==> config.mk <==
export PLATFORM = sky130hd
export DESIGN_NAME = p5_writeback
export DESIGN_NICKNAME = d
export VERILOG_FILES = /design/src/rtl/simple_pkg.sv /design/src/rtl/p5_scoreboard.sv /design/src/rtl/p5_writeback.sv
export SDC_FILE = /design/constraint.sdc
export NUM_CORES = 1
export LEC_CHECK = 0
export ABC_CLOCK_PERIOD_IN_PS = 9100
export CAP_MARGIN = 30
export CORE_MARGIN = 8
export CORE_UTILIZATION = 40
export DETAILED_ROUTE_END_ITERATION = 12
export SYNTH_ARGS = -nofsm -noshare
export SYNTH_HDL_FRONTEND = slang
export SYNTH_SLANG_ARGS = --single-unit
==> constraint.sdc <==
create_clock -name clock -period 9.1 [get_ports clock]
set_input_delay 2.73 -clock clock [delete_from_list [all_inputs] [get_ports clock]]
set_output_delay 2.73 -clock clock [all_outputs]
set_load 0.05 [all_outputs]
==> src/rtl/simple_pkg.sv <==
// -----------------------------------------------------------------------------
// simple_pkg
// Shared constants and types for the SIMPLE pipeline register file slice.
//   DATA_WIDTH : register / result width
//   REG_COUNT  : number of architectural registers
//   ADDR_WIDTH : register index width
//   PEND_WIDTH : width of each per-register in-flight write counter
// -----------------------------------------------------------------------------
package simple_pkg;

  localparam int DATA_WIDTH = 16;
  localparam int REG_COUNT  = 8;
  localparam int ADDR_WIDTH = 3;
  localparam int PEND_WIDTH = 2;

  typedef logic [ADDR_WIDTH-1:0] reg_addr_t;
  typedef logic [DATA_WIDTH-1:0] word_t;
  typedef logic [PEND_WIDTH-1:0] pend_t;

  // Saturation point of a pending counter (3 outstanding writes).
  localparam pend_t PEND_MAX = '1;

endpackage

==> src/rtl/p5_scoreboard.sv <==
// -----------------------------------------------------------------------------
// p5_scoreboard
// Per-register count of register writes issued by decode but not yet
// committed by writeback. Drives the RAW hazard flags for the two decode
// read ports and a sticky error flag for counter overflow/underflow.
//
// Ports:
//   clock, reset_n            : clock, asynchronous active-low reset
//   issueValid, issueAddr     : decode issued a write to issueAddr (+1)
//   commitValid, commitAddr   : writeback commits to commitAddr (-1)
//   readAddrA, readAddrB      : decode source register indices
//   hazardA, hazardB          : source has an uncommitted, un-bypassed write
//   scoreErr                  : sticky overflow/underflow, cleared by reset
//
// Issue and commit are single-cycle pulses qualified by their valid bit;
// there is no ready/backpressure, every valid pulse is consumed on the edge.
// -----------------------------------------------------------------------------
module p5_scoreboard
  import simple_pkg::*;
(
  input  logic      clock,
  input  logic      reset_n,
  input  logic      issueValid,
  input  reg_addr_t issueAddr,
  input  logic      commitValid,
  input  reg_addr_t commitAddr,
  input  reg_addr_t readAddrA,
  input  reg_addr_t readAddrB,
  output logic      hazardA,
  output logic      hazardB,
  output logic      scoreErr
);

  pend_t pending [REG_COUNT];

  // One-hot increment / decrement selects per register.
  logic [REG_COUNT-1:0] incHit;
  logic [REG_COUNT-1:0] decHit;

  always_comb begin
    incHit = '0;
    decHit = '0;
    for (int i = 0; i < REG_COUNT; i++) begin
      incHit[i] = issueValid  && (issueAddr  == reg_addr_t'(i));
      decHit[i] = commitValid && (commitAddr == reg_addr_t'(i));
    end
  end

  always_ff @(posedge clock or negedge reset_n) begin
    if (!reset_n) begin
      for (int i = 0; i < REG_COUNT; i++) begin
        pending[i] <= '0;
      end
      scoreErr <= 1'b0;
    end else begin
      for (int i = 0; i < REG_COUNT; i++) begin
        // Issue and commit on the same register cancel out.
        if (incHit[i] && !decHit[i]) begin
          if (pending[i] == PEND_MAX) begin
            scoreErr <= 1'b1;
          end else begin
            pending[i] <= pending[i] + pend_t'(1);
          end
        end else if (decHit[i] && !incHit[i]) begin
          if (pending[i] == '0) begin
            scoreErr <= 1'b1;
          end else begin
            pending[i] <= pending[i] - pend_t'(1);
          end
        end
      end
    end
  end

  // A register whose last outstanding write commits this cycle is served by
  // the bypass path, so it must not stall decode.
  always_comb begin
    hazardA = (pending[readAddrA] != '0) &&
              !(commitValid && (commitAddr == readAddrA) &&
                (pending[readAddrA] == pend_t'(1)));
    hazardB = (pending[readAddrB] != '0) &&
              !(commitValid && (commitAddr == readAddrB) &&
                (pending[readAddrB] == pend_t'(1)));
  end

endmodule

==> src/rtl/p5_writeback.sv <==
// -----------------------------------------------------------------------------
// p5_writeback
// Writeback stage of the SIMPLE pipeline. Commits p4 results into an 8x16
// register file, serves two combinational decode read ports with same-cycle
// write bypass, and tracks in-flight writes for RAW hazard detection.
//
// Ports:
//   clock, reset_n               : clock, asynchronous active-low reset
//   writeRegp4, regAddressp4,
//   writeDatap4                  : commit request from the memory stage
//   issueValid, issueAddr        : decode issued a register-writing instr
//   readAddrA/B, readDataA/B     : decode read ports (combinational, bypassed)
//   hazardA/B                    : pending-write hazard per read port
//   commitCount                  : commits since reset, wraps at 16 bits
//   scoreErr                     : sticky scoreboard overflow/underflow
//
// writeRegp4 is a valid-only strobe: p4 changes its outputs on negedge, so
// they are stable at the following posedge, and a commit always completes.
// -----------------------------------------------------------------------------
module p5_writeback
  import simple_pkg::*;
(
  input  logic        clock,
  input  logic        reset_n,
  input  logic        writeRegp4,
  input  reg_addr_t   regAddressp4,
  input  word_t       writeDatap4,
  input  logic        issueValid,
  input  reg_addr_t   issueAddr,
  input  reg_addr_t   readAddrA,
  input  reg_addr_t   readAddrB,
  output word_t       readDataA,
  output word_t       readDataB,
  output logic        hazardA,
  output logic        hazardB,
  output logic [15:0] commitCount,
  output logic        scoreErr
);

  word_t regFile [REG_COUNT];

  always_ff @(posedge clock or negedge reset_n) begin
    if (!reset_n) begin
      for (int i = 0; i < REG_COUNT; i++) begin
        regFile[i] <= '0;
      end
      commitCount <= '0;
    end else if (writeRegp4) begin
      regFile[regAddressp4] <= writeDatap4;
      commitCount           <= commitCount + 16'd1;
    end
  end

  // Same-cycle bypass so decode sees a result in the cycle it commits.
  always_comb begin
    readDataA = regFile[readAddrA];
    readDataB = regFile[readAddrB];
    if (writeRegp4 && (regAddressp4 == readAddrA)) begin
      readDataA = writeDatap4;
    end
    if (writeRegp4 && (regAddressp4 == readAddrB)) begin
      readDataB = writeDatap4;
    end
  end

  p5_scoreboard u_scoreboard (
    .clock       (clock),
    .reset_n     (reset_n),
    .issueValid  (issueValid),
    .issueAddr   (issueAddr),
    .commitValid (writeRegp4),
    .commitAddr  (regAddressp4),
    .readAddrA   (readAddrA),
    .readAddrB   (readAddrB),
    .hazardA     (hazardA),
    .hazardB     (hazardB),
    .scoreErr    (scoreErr)
  );

endmodule

==> results of run 1 <==
==> cells in the mapped netlist, drive strengths merged (2+ instances only) <==
cell | count | area share
a211oi | 5 | 0.0041
buf | 39 | 0.024
o21ai | 13 | 0.0072
clkbuf | 22 | 0.0091
mux2 | 129 | 0.16
nand4bb | 2 | 0.0025
dfrtp | 161 | 0.45
nor4b | 2 | 0.0036
xor2 | 3 | 0.0029
nor4 | 2 | 0.0014
nor2 | 43 | 0.018
nor3 | 8 | 0.0044
nand2 | 26 | 0.011
nand2b | 5 | 0.0035
inv | 7 | 0.0029
nand4 | 9 | 0.0069
mux4 | 72 | 0.18
and2 | 2 | 0.0014
nor4bb | 5 | 0.0055
mux2i | 32 | 0.035
and3 | 7 | 0.0048
nand4b | 5 | 0.0055
a21oi | 46 | 0.025
xnor2 | 18 | 0.017
nand3 | 10 | 0.0055
nor2b | 6 | 0.0041
==> metrics by stage <==
step | worst slack [ns] | hold WS [ns] | power [mW] | cells
final | 1.616 | 0.4703 | 2.628 | 1046
after global routing | 1.458 | 0.4946 | 2.750 | 1046
after CTS | 1.600 | 0.4744 | 2.654 | 1046
after floorplan | 1.873 | 0.4910 | 1.584 | 689
after global placement | 1.675 | 0.4627 | 1.866 | 1012
after detailed placement | 1.605 | 0.4621 | 1.907 | 1014
==> sequential cells by signal, summed over array words and instances, names as in the netlist <==
name	flops
commitCount	16
regFile	128
u_scoreboard.scoreErr	1
u_scoreboard.pending	16
==> worst max-delay path by stage <==
stage | endpoint | start | depth (start not counted)
after global placement | hazardA | readAddrA[2] | 8
after global routing | hazardA | regAddressp4[1] | 7
after floorplan | readDataA[10] | readAddrA[0] | 6
after CTS | hazardA | regAddressp4[0] | 7
after detailed placement | hazardA | regAddressp4[0] | 7
final | hazardA | regAddressp4[0] | 7
==> layout make-up <==
| type | count | area, um^2 |
|---|---|---|
| Tap cell | 285 | 356.6 |
| Timing Repair Buffer | 101 | 1085 |
| Multi-Input combinational cell | 460 | 4746 |
| Inverter | 7 | 26.28 |
| Clock inverter | 14 | 178.9 |
| Clock buffer | 18 | 429.2 |
| Fill cell | 1939 | 11580 |
| Sequential cell | 161 | 4029 |
==> metal layers <==
metal / vias up / global-route usage / wire [um]
met4: 0 / 0.06737 / 527
met2: 117 / 0.2951 / 11800
met3: 28 / 0.02695 / 887
met5: - / 0 / 0
li1: 2703 / - / -
met1: 3200 / 0.2112 / 9893
==> critical path, stage by stage <==
cell	delay, ns
clkdlybuf4s50_1	0.84
xnor2_1	0.19
nand4_1	0.15
buf_4	0.26
a211oi_1	0.25
a21oi_1	0.10
buf_4	0.22
==> cells by family after synthesis <==
family / after synthesis / share of synthesized area
simple gates: 137 / 0.08267
xor+xnor: 21 / 0.02032
flops: 161 / 0.4451
fa+ha+maj: 1 / 0.001382
buf+inv: 68 / 0.03553
mux: 233 / 0.3750
compound gates: 68 / 0.03995
==> power breakdown <==
| part | internal, mW | switching (mW) | leakage [nW] |
|---|---|---|---|
| sequential | 0.872 | 0.140 | 1.93 |
| clock | 0.437 | 0.302 | 0.294 |
| combinational | 0.433 | 0.444 | 2.26 |
==> results.sh, run 1 <==
export IMPL_place_hpwl_um=15230
export IMPL_worstSkewPairLatency_ns=0.42
export IMPL_port_buffers=82
export IMPL_finalSetupViolCount=0
export IMPL_finalNetCount=781
export IMPL_outcome="finished, final reports clean"
export IMPL_synthCells=689
export IMPL_yosys_warnings=0
export IMPL_tightest_slew_ns=0.9357
export IMPL_peakVddDrop_mv=0.09849
export IMPL_cts_hold_buf=0
export IMPL_p_leak_nw=4.486
export IMPL_gp_congestion=0.7475
export IMPL_ys_async_sr_fraction=1.000
export IMPL_grt_usage=0.1706
export IMPL_min_delay_path_class="flop to flop"
export IMPL_place_area_um2=10240
export IMPL_diodes=0
export IMPL_synth_nets=722
export IMPL_numClockSinks=161
export IMPL_finalHoldViolCount=0
export IMPL_avgSynthCellArea_um2=13.14
export IMPL_layout_common_cells="dfrtp_1 (161), mux2_2 (129), mux4_2 (72)"
export IMPL_cp_end_kind="output port"
export IMPL_holdCritStartpoint="commitCount[15]"
export IMPL_tns_ns=0
export IMPL_synth_distinct_cells=43
export IMPL_initial_core_util=0.4035
export IMPL_post_cts_resized=0
export IMPL_required_ns=6.37
export IMPL_htree_num_levels=4
export IMPL_fp_dieW_um=166.4
export IMPL_tritoncts="done"
export IMPL_maxCapViolations=0
export IMPL_rsz0062_at_grt="no"
export IMPL_grt_pass1_wl_um=37250
export IMPL_min_to="commitCount[15]"
export IMPL_coreArea_um2=22430
export IMPL_final_common_cell="dfrtp_1"
export IMPL_clock_tree_root_cell="clkbuf_16"
export IMPL_synth_seq_cells=161
export IMPL_clkTransAtPathRegs_ns=0.06
export IMPL_die_h_um=166.4
export IMPL_wl_per_cell_um=22.09
export IMPL_totalWireLength_um=23110
export IMPL_row_count=55
export IMPL_cts_made_buffers=17
export IMPL_synth_edf_count=0
export IMPL_die_area_um2=27700
export IMPL_synth_area_um2=9051
export IMPL_synth_seq_area_share=0.4451
export IMPL_slew_headroom=0.3739
export IMPL_crit_arrival_ns=4.75
export IMPL_path_max_fanout=18
export IMPL_reg2regPathDepth=5
export IMPL_area_delta_synth_final_pct=19.88
export IMPL_cellPowerDensity_nw_per_um2=242.2
export IMPL_r2r_start="commitCount[2]"
export IMPL_cp_start_kind="primary input"
export IMPL_ys_flop_type="dfrtp_1"
export IMPL_max_freq_ghz=0.1336
export IMPL_min_path_cells=1
export IMPL_firstDrtPassIters=4
export IMPL_period_minus_slack_ns=7.484
export IMPL_r2r_slack_ns=7.47
export IMPL_antenna_found_initial=0
export IMPL_postCtsSetupRepairBufs=0
export IMPL_postLayoutCoreUtil=0.4837
export IMPL_vias=6048
export IMPL_grt_overflow=0
export IMPL_period_share=0.8224
export IMPL_grt_pass1_vias=6577
export IMPL_drtIter0Drc=437
export IMPL_clock_skew_ns=0.003372
export IMPL_ant_nets=0
export IMPL_fin_area_um2=10850
export IMPL_routed_via_density=5.782
export IMPL_grt_max_degree=97
export IMPL_path_class="primary input to output port"
export IMPL_finalMaxSlewViolations=0
export IMPL_drc=0
export IMPL_reg2reg_to="commitCount[13]"
export IMPL_cts_buffer_depth=2
export IMPL_io_pins=83
export IMPL_drive_gt1_frac=0.3916
(Power assumes the default switching activity.)
==> run 2, diff against run 1 <==
Settings changed: ABC_CLOCK_PERIOD_IN_PS 9100 to 6500.
Clock period 9.1 ns to 6.5 ns, I/O delays scaled along.
==> run 2 against run 1 <==
Net effect:
- clock-buffer cell count is 2 higher
- wire length is 2.1% higher
- critical path type unchanged
- cell area is 1.8% higher
- global-route usage is 0.36 points higher
- final cell count is 0.19% higher
==> results.sh, run 2 (synthesis gave the netlist of run 1 again) <==
export IMPL_initial_core_util=0.4035
export IMPL_path_cells="clkdlybuf4s50_1, xnor2_1, nand4_1, buf_4, nor2_1, a21oi_1, buf_12"
export IMPL_cts_buffer_depth=2
export IMPL_totalWireLength_um=23600
export IMPL_grt_usage=0.1742
export IMPL_die_h_um=166.4
export IMPL_maxCapViolations=0
export IMPL_die_area_um2=27700
export IMPL_cellPowerDensity_nw_per_um2=335.3
export IMPL_row_count=55
export IMPL_port_buffers=82
export IMPL_clock_tree_root_cell="clkbuf_16"
export IMPL_postCtsSetupRepairBufs=0
export IMPL_period_share=0.8773
export IMPL_antenna_found_initial=1
export IMPL_worst_path_stages=7
export IMPL_cts_hold_buf=0
export IMPL_cpPeakStageDelay_ns=0.51
export IMPL_reg2reg_to="commitCount[15]"
export IMPL_tritoncts="done"
export IMPL_numClockSinks=161
export IMPL_dpl_worst_slack_ns=0.8674
export IMPL_peakVddDrop_mv=0.1577
export IMPL_tightest_slew_ns=0.9953
export IMPL_diodes=0
export IMPL_period_minus_slack_ns=5.702
export IMPL_ant_nets=0
export IMPL_r2r_start="commitCount[2]"
export IMPL_max_freq_ghz=0.1754
export IMPL_cp_end_kind="output port"
export IMPL_crit_buf_inv=3
export IMPL_drc=0
export IMPL_place_hpwl_um=15500
export IMPL_routed_via_density=5.821
export IMPL_htree_num_levels=4
export IMPL_min_delay_path_class="flop to flop"
export IMPL_io_pins=83
export IMPL_min_path_cells=1
export IMPL_path_max_fanout=28
export IMPL_dp_cells=1016
export IMPL_finalHoldViolCount=0
export IMPL_grt_overflow=0
export IMPL_gp_congestion=0.7981
export IMPL_fp_dieW_um=166.4
export IMPL_post_cts_resized=0
export IMPL_reg2regPathDepth=5
export IMPL_min_to="commitCount[15]"
export IMPL_wl_per_cell_um=22.52
export IMPL_clock_skew_ns=0.007784
export IMPL_drtIter0Drc=532
export IMPL_final_common_cell="dfrtp_1"
export IMPL_layout_common_cells="dfrtp_1 (161), mux2_2 (129), mux4_2 (72)"
export IMPL_clkTransAtPathRegs_ns=0.06
export IMPL_finalNetCount=784
export IMPL_slew_headroom=0.3349
export IMPL_fin_ws_ns=0.7978
export IMPL_regMostFlops="regFile"
export IMPL_area_delta_synth_final_pct=22.05
export IMPL_drive_gt1_frac=0.3932
export IMPL_finalMaxSlewViolations=0
export IMPL_crit_family="buffers and inverters"
export IMPL_crit_slowest_cell="clkdlybuf4s50_1"
export IMPL_r2r_slack_ns=4.91
export IMPL_grt_pass1_wl_um=37860
export IMPL_cts_made_buffers=17
export IMPL_final_cells=1048
export IMPL_p_leak_nw=4.562
export IMPL_fillerInstances=1906
export IMPL_firstDrtPassIters=5
export IMPL_cp_start_kind="primary input"
export IMPL_crit_arrival_ns=3.75
export IMPL_required_ns=4.55
export IMPL_vias=6100
export IMPL_rsz0062_at_grt="no"
export IMPL_tns_ns=0
export IMPL_hold_worst_slack_ns=0.4765
export IMPL_largest_reg_flops=128
export IMPL_multiInputGateArea_um2=4746
export IMPL_top_regs="regFile x128, commitCount x16, u_scoreboard.pending x16"
export IMPL_path_class="primary input to output port"
export IMPL_holdCritStartpoint="commitCount[15]"
export IMPL_grt_max_degree=109
export IMPL_finalSetupViolCount=0
export IMPL_coreArea_um2=22430
export IMPL_worstSkewPairLatency_ns=0.43
export IMPL_outcome="finished, final reports clean"
export IMPL_grt_pass1_vias=6498
export IMPL_regArea_um2=4029
## run 2: changes by cell type in the layout (fill, tap and decap cells not counted)
cell / previous run / this run
buf_12: 18 / 34
clkinv_2: 2 / 3
clkinv_4: 2 / 3
inv_6: 4 / 3
clkinvlp_4: 2 / 1
inv_8: 1 / 0
bufinv_16: 3 / 1
buf_16: 0 / 1
clkbuf_8: 0 / 2
buf_4: 35 / 21
## run 2: how the worst max path moves through the flow
stage                          from       endpoint
CTS                 regAddressp4[0]  readDataB[15]
floorplan              readAddrA[0]  readDataA[10]
global route        regAddressp4[0]  readDataB[15]
global placement    regAddressp4[1]   readDataA[6]
detailed placement  regAddressp4[1]  readDataB[15]
finish              regAddressp4[0]   readDataB[5]
## run 2: worst register-to-register path: stages, from the launching register on
cell and delay, ns:
dfrtp_1 0.42, and4_1 0.24, and3_1 0.21, nor2b_1 0.30
nand3_1 0.15, xnor2_1 0.15
## run 2: cell type report
cell class | count | share of cell area
multi-input cells | 460 | 0.4296
inverters | 7 | 0.002379
repair buffers | 104 | 0.1202
clock buffers | 20 | 0.04134
well taps | 285 | 0.03228
flip-flops and latches | 161 | 0.3647
clock inverters | 11 | 0.009514
## run 2: where the power goes
group	total, mW	switching (mW)	internal, mW	leakage, nW
Combinational	1.32	0.638	0.683	2.35
Sequential	1.42	0.199	1.22	1.93
Clock	0.963	0.415	0.548	0.277
## run 2: per-layer routing
metal	GRT usage	vias up	part of all wire	routed length, um
li1	-	2709	-	-
met2	0.2962	137	0.51	12090
met1	0.2172	3216	0.42	9976
met5	0	-	0.00059	14
met4	0.06463	2	0.021	493
met3	0.03452	36	0.043	1019
## run 2: through the flow
stage               cell area (um^2)  utilization  power [mW]
finish                         11050       0.4924       3.704
global placement               10460       0.4661       2.713
detailed placement             10460       0.4661       2.763
floorplan                       9051            -       2.217
CTS                            11020       0.4912       3.731
global route                   11050       0.4924       3.876
==> run 3, diff against run 2 <==
Settings changed: ABC_CLOCK_PERIOD_IN_PS 6500 to 5800.
Clock period 6.5 ns to 5.8 ns, I/O delays scaled along.
==> run 3 against run 2 <==
Net effect:
- register-to-register slack got worse by 0.69 ns
- combinational power rose by 13%
- flip-flop and latch count did not move
- cell area rose by 0.60%
- clock skew fell by 0.0013 ns
- via count rose by 0.61%
- largest cell class unchanged
- global-route usage fell by 0.10 points
- die area did not move
- largest power group unchanged
==> results.sh, run 3 (synthesis gave the netlist of run 1 again) <==
export IMPL_cellPowerDensity_nw_per_um2=376.3
export IMPL_vias=6137
export IMPL_die_h_um=166.4
export IMPL_clkTransAtPathRegs_ns=0.07
export IMPL_crit_arrival_ns=3.55
export IMPL_tns_ns=0
export IMPL_routed_via_density=5.828
export IMPL_finalNetCount=788
export IMPL_grt_pass1_wl_um=37810
export IMPL_finalHoldViolCount=0
export IMPL_largest_reg_flops=128
export IMPL_p_total_mw=4.182
export IMPL_cp_start_kind="primary input"
export IMPL_ant_nets=0
export IMPL_fp_dieW_um=166.4
export IMPL_die_area_um2=27700
export IMPL_period_share=0.9115
export IMPL_grt_usage=0.1732
export IMPL_post_cts_resized=0
export IMPL_cts_hold_buf=0
export IMPL_rsz0062_at_grt="no"
export IMPL_final_common_cell="dfrtp_1"
export IMPL_path_class="primary input to output port"
export IMPL_place_hpwl_um=15900
export IMPL_drive_gt1_frac=0.3984
export IMPL_max_freq_ghz=0.1891
export IMPL_path_max_fanout=28
export IMPL_row_count=55
export IMPL_diodes=0
export IMPL_clock_tree_root_cell="clkbuf_16"
export IMPL_tightest_slew_ns=1.040
export IMPL_wl_per_cell_um=22.15
export IMPL_numClockSinks=161
export IMPL_totalWireLength_um=23320
export IMPL_min_delay_path_class="flop to flop"
export IMPL_slew_headroom=0.3034
export IMPL_worstSkewPairLatency_ns=0.43
export IMPL_required_ns=4.06
export IMPL_io_pins=83
export IMPL_firstDrtPassIters=5
export IMPL_grt_max_degree=73
export IMPL_regMostFlops="regFile"
export IMPL_area_delta_synth_final_pct=22.78
export IMPL_place_area_um2=10520
export IMPL_layout_common_cells="dfrtp_1 (161), mux2_2 (129), mux4_2 (72)"
export IMPL_cts_made_buffers=17
export IMPL_fin_area_um2=11110
export IMPL_maxCapViolations=0
export IMPL_finalMaxSlewViolations=0
export IMPL_port_buffers=82
export IMPL_htree_num_levels=4
export IMPL_drtIter0Drc=392
export IMPL_clock_skew_ns=0.006453
export IMPL_met1_length_um=9290
export IMPL_grt_pass1_vias=6733
export IMPL_peakVddDrop_mv=0.1771
export IMPL_finalSetupViolCount=0
export IMPL_gp_congestion=0.8427
export IMPL_grt_overflow=0
export IMPL_r2r_slack_ns=4.22
export IMPL_postCtsSetupRepairBufs=0
export IMPL_antenna_found_initial=1
export IMPL_dr_wl_met3_um=1033
export IMPL_drc=0
export IMPL_p_leak_nw=4.590
export IMPL_cts_buffer_depth=2
export IMPL_outcome="finished, final reports clean"
export IMPL_cp_end_kind="output port"
export IMPL_hold_worst_slack_ns=0.4860
export IMPL_wl_met2_um=12460
export IMPL_initial_core_util=0.4035
export IMPL_coreArea_um2=22430
export IMPL_top_regs="regFile x128, commitCount x16, u_scoreboard.pending x16"
export IMPL_tritoncts="done"
export IMPL_period_minus_slack_ns=5.287
export IMPL_highest_signal_layer="met5"
run 3: changes by cell type in the layout (fill, tap and decap cells not counted), sizes merged:
| cell | delta |
|---|---|
| buf | +4 |
| inv | +4 |
| clkbuf | -3 |
| bufinv | -1 |
| clkinv | +1 |
run 3: area by class of cell:
class / count / area, um^2
Tap cell: 285 / 356.6
Timing Repair Buffer: 108 / 1363
Fill cell: 1925 / 11320
Sequential cell: 161 / 4029
Inverter: 7 / 26.28
Clock buffer: 17 / 425.4
Clock inverter: 15 / 167.7
Multi-Input combinational cell: 460 / 4746
run 3: metrics by stage:
stage / setup slack, ns / util / std cells
after global routing: 0.3946 / 0.4954 / 1053
final: 0.5131 / 0.4954 / 1053
after detailed placement: 0.5761 / 0.4689 / 1021
after floorplan: 0.5530 / - / 689
after CTS: 0.5167 / 0.4954 / 1053
after global placement: 0.6016 / 0.4689 / 1021
run 3: metal layers:
layer,up-vias,track usage
met1,3203,0.1980
met5,-,0
met2,159,0.3144
met3,40,0.03215
met4,2,0.07051
li1,2733,-
run 3: path summary, 6_finish.rpt:
check,start,end,depth (start not counted)
min reg2reg,commitCount[15],commitCount[15],1
min,commitCount[15],commitCount[15],1
max reg2reg,commitCount[2],commitCount[13],5
min in group asynchronous,reset_n,commitCount[7],1
max in group asynchronous,reset_n,regFile[70],2
max,regAddressp4[1],readDataB[6],7
run 3: where the power goes:
part | switching, mW | internal [mW] | total, mW
Combinational | 0.723 | 0.767 | 1.49
Sequential | 0.216 | 1.37 | 1.58
Clock | 0.531 | 0.578 | 1.11
run 3: critical path, cell delays in order:
cell	delay [ns]
clkdlybuf4s50_1	0.58
xnor2_1	0.12
nand4_1	0.15
buf_4	0.32
nor2_1	0.07
a21oi_1	0.36
buf_12	0.20
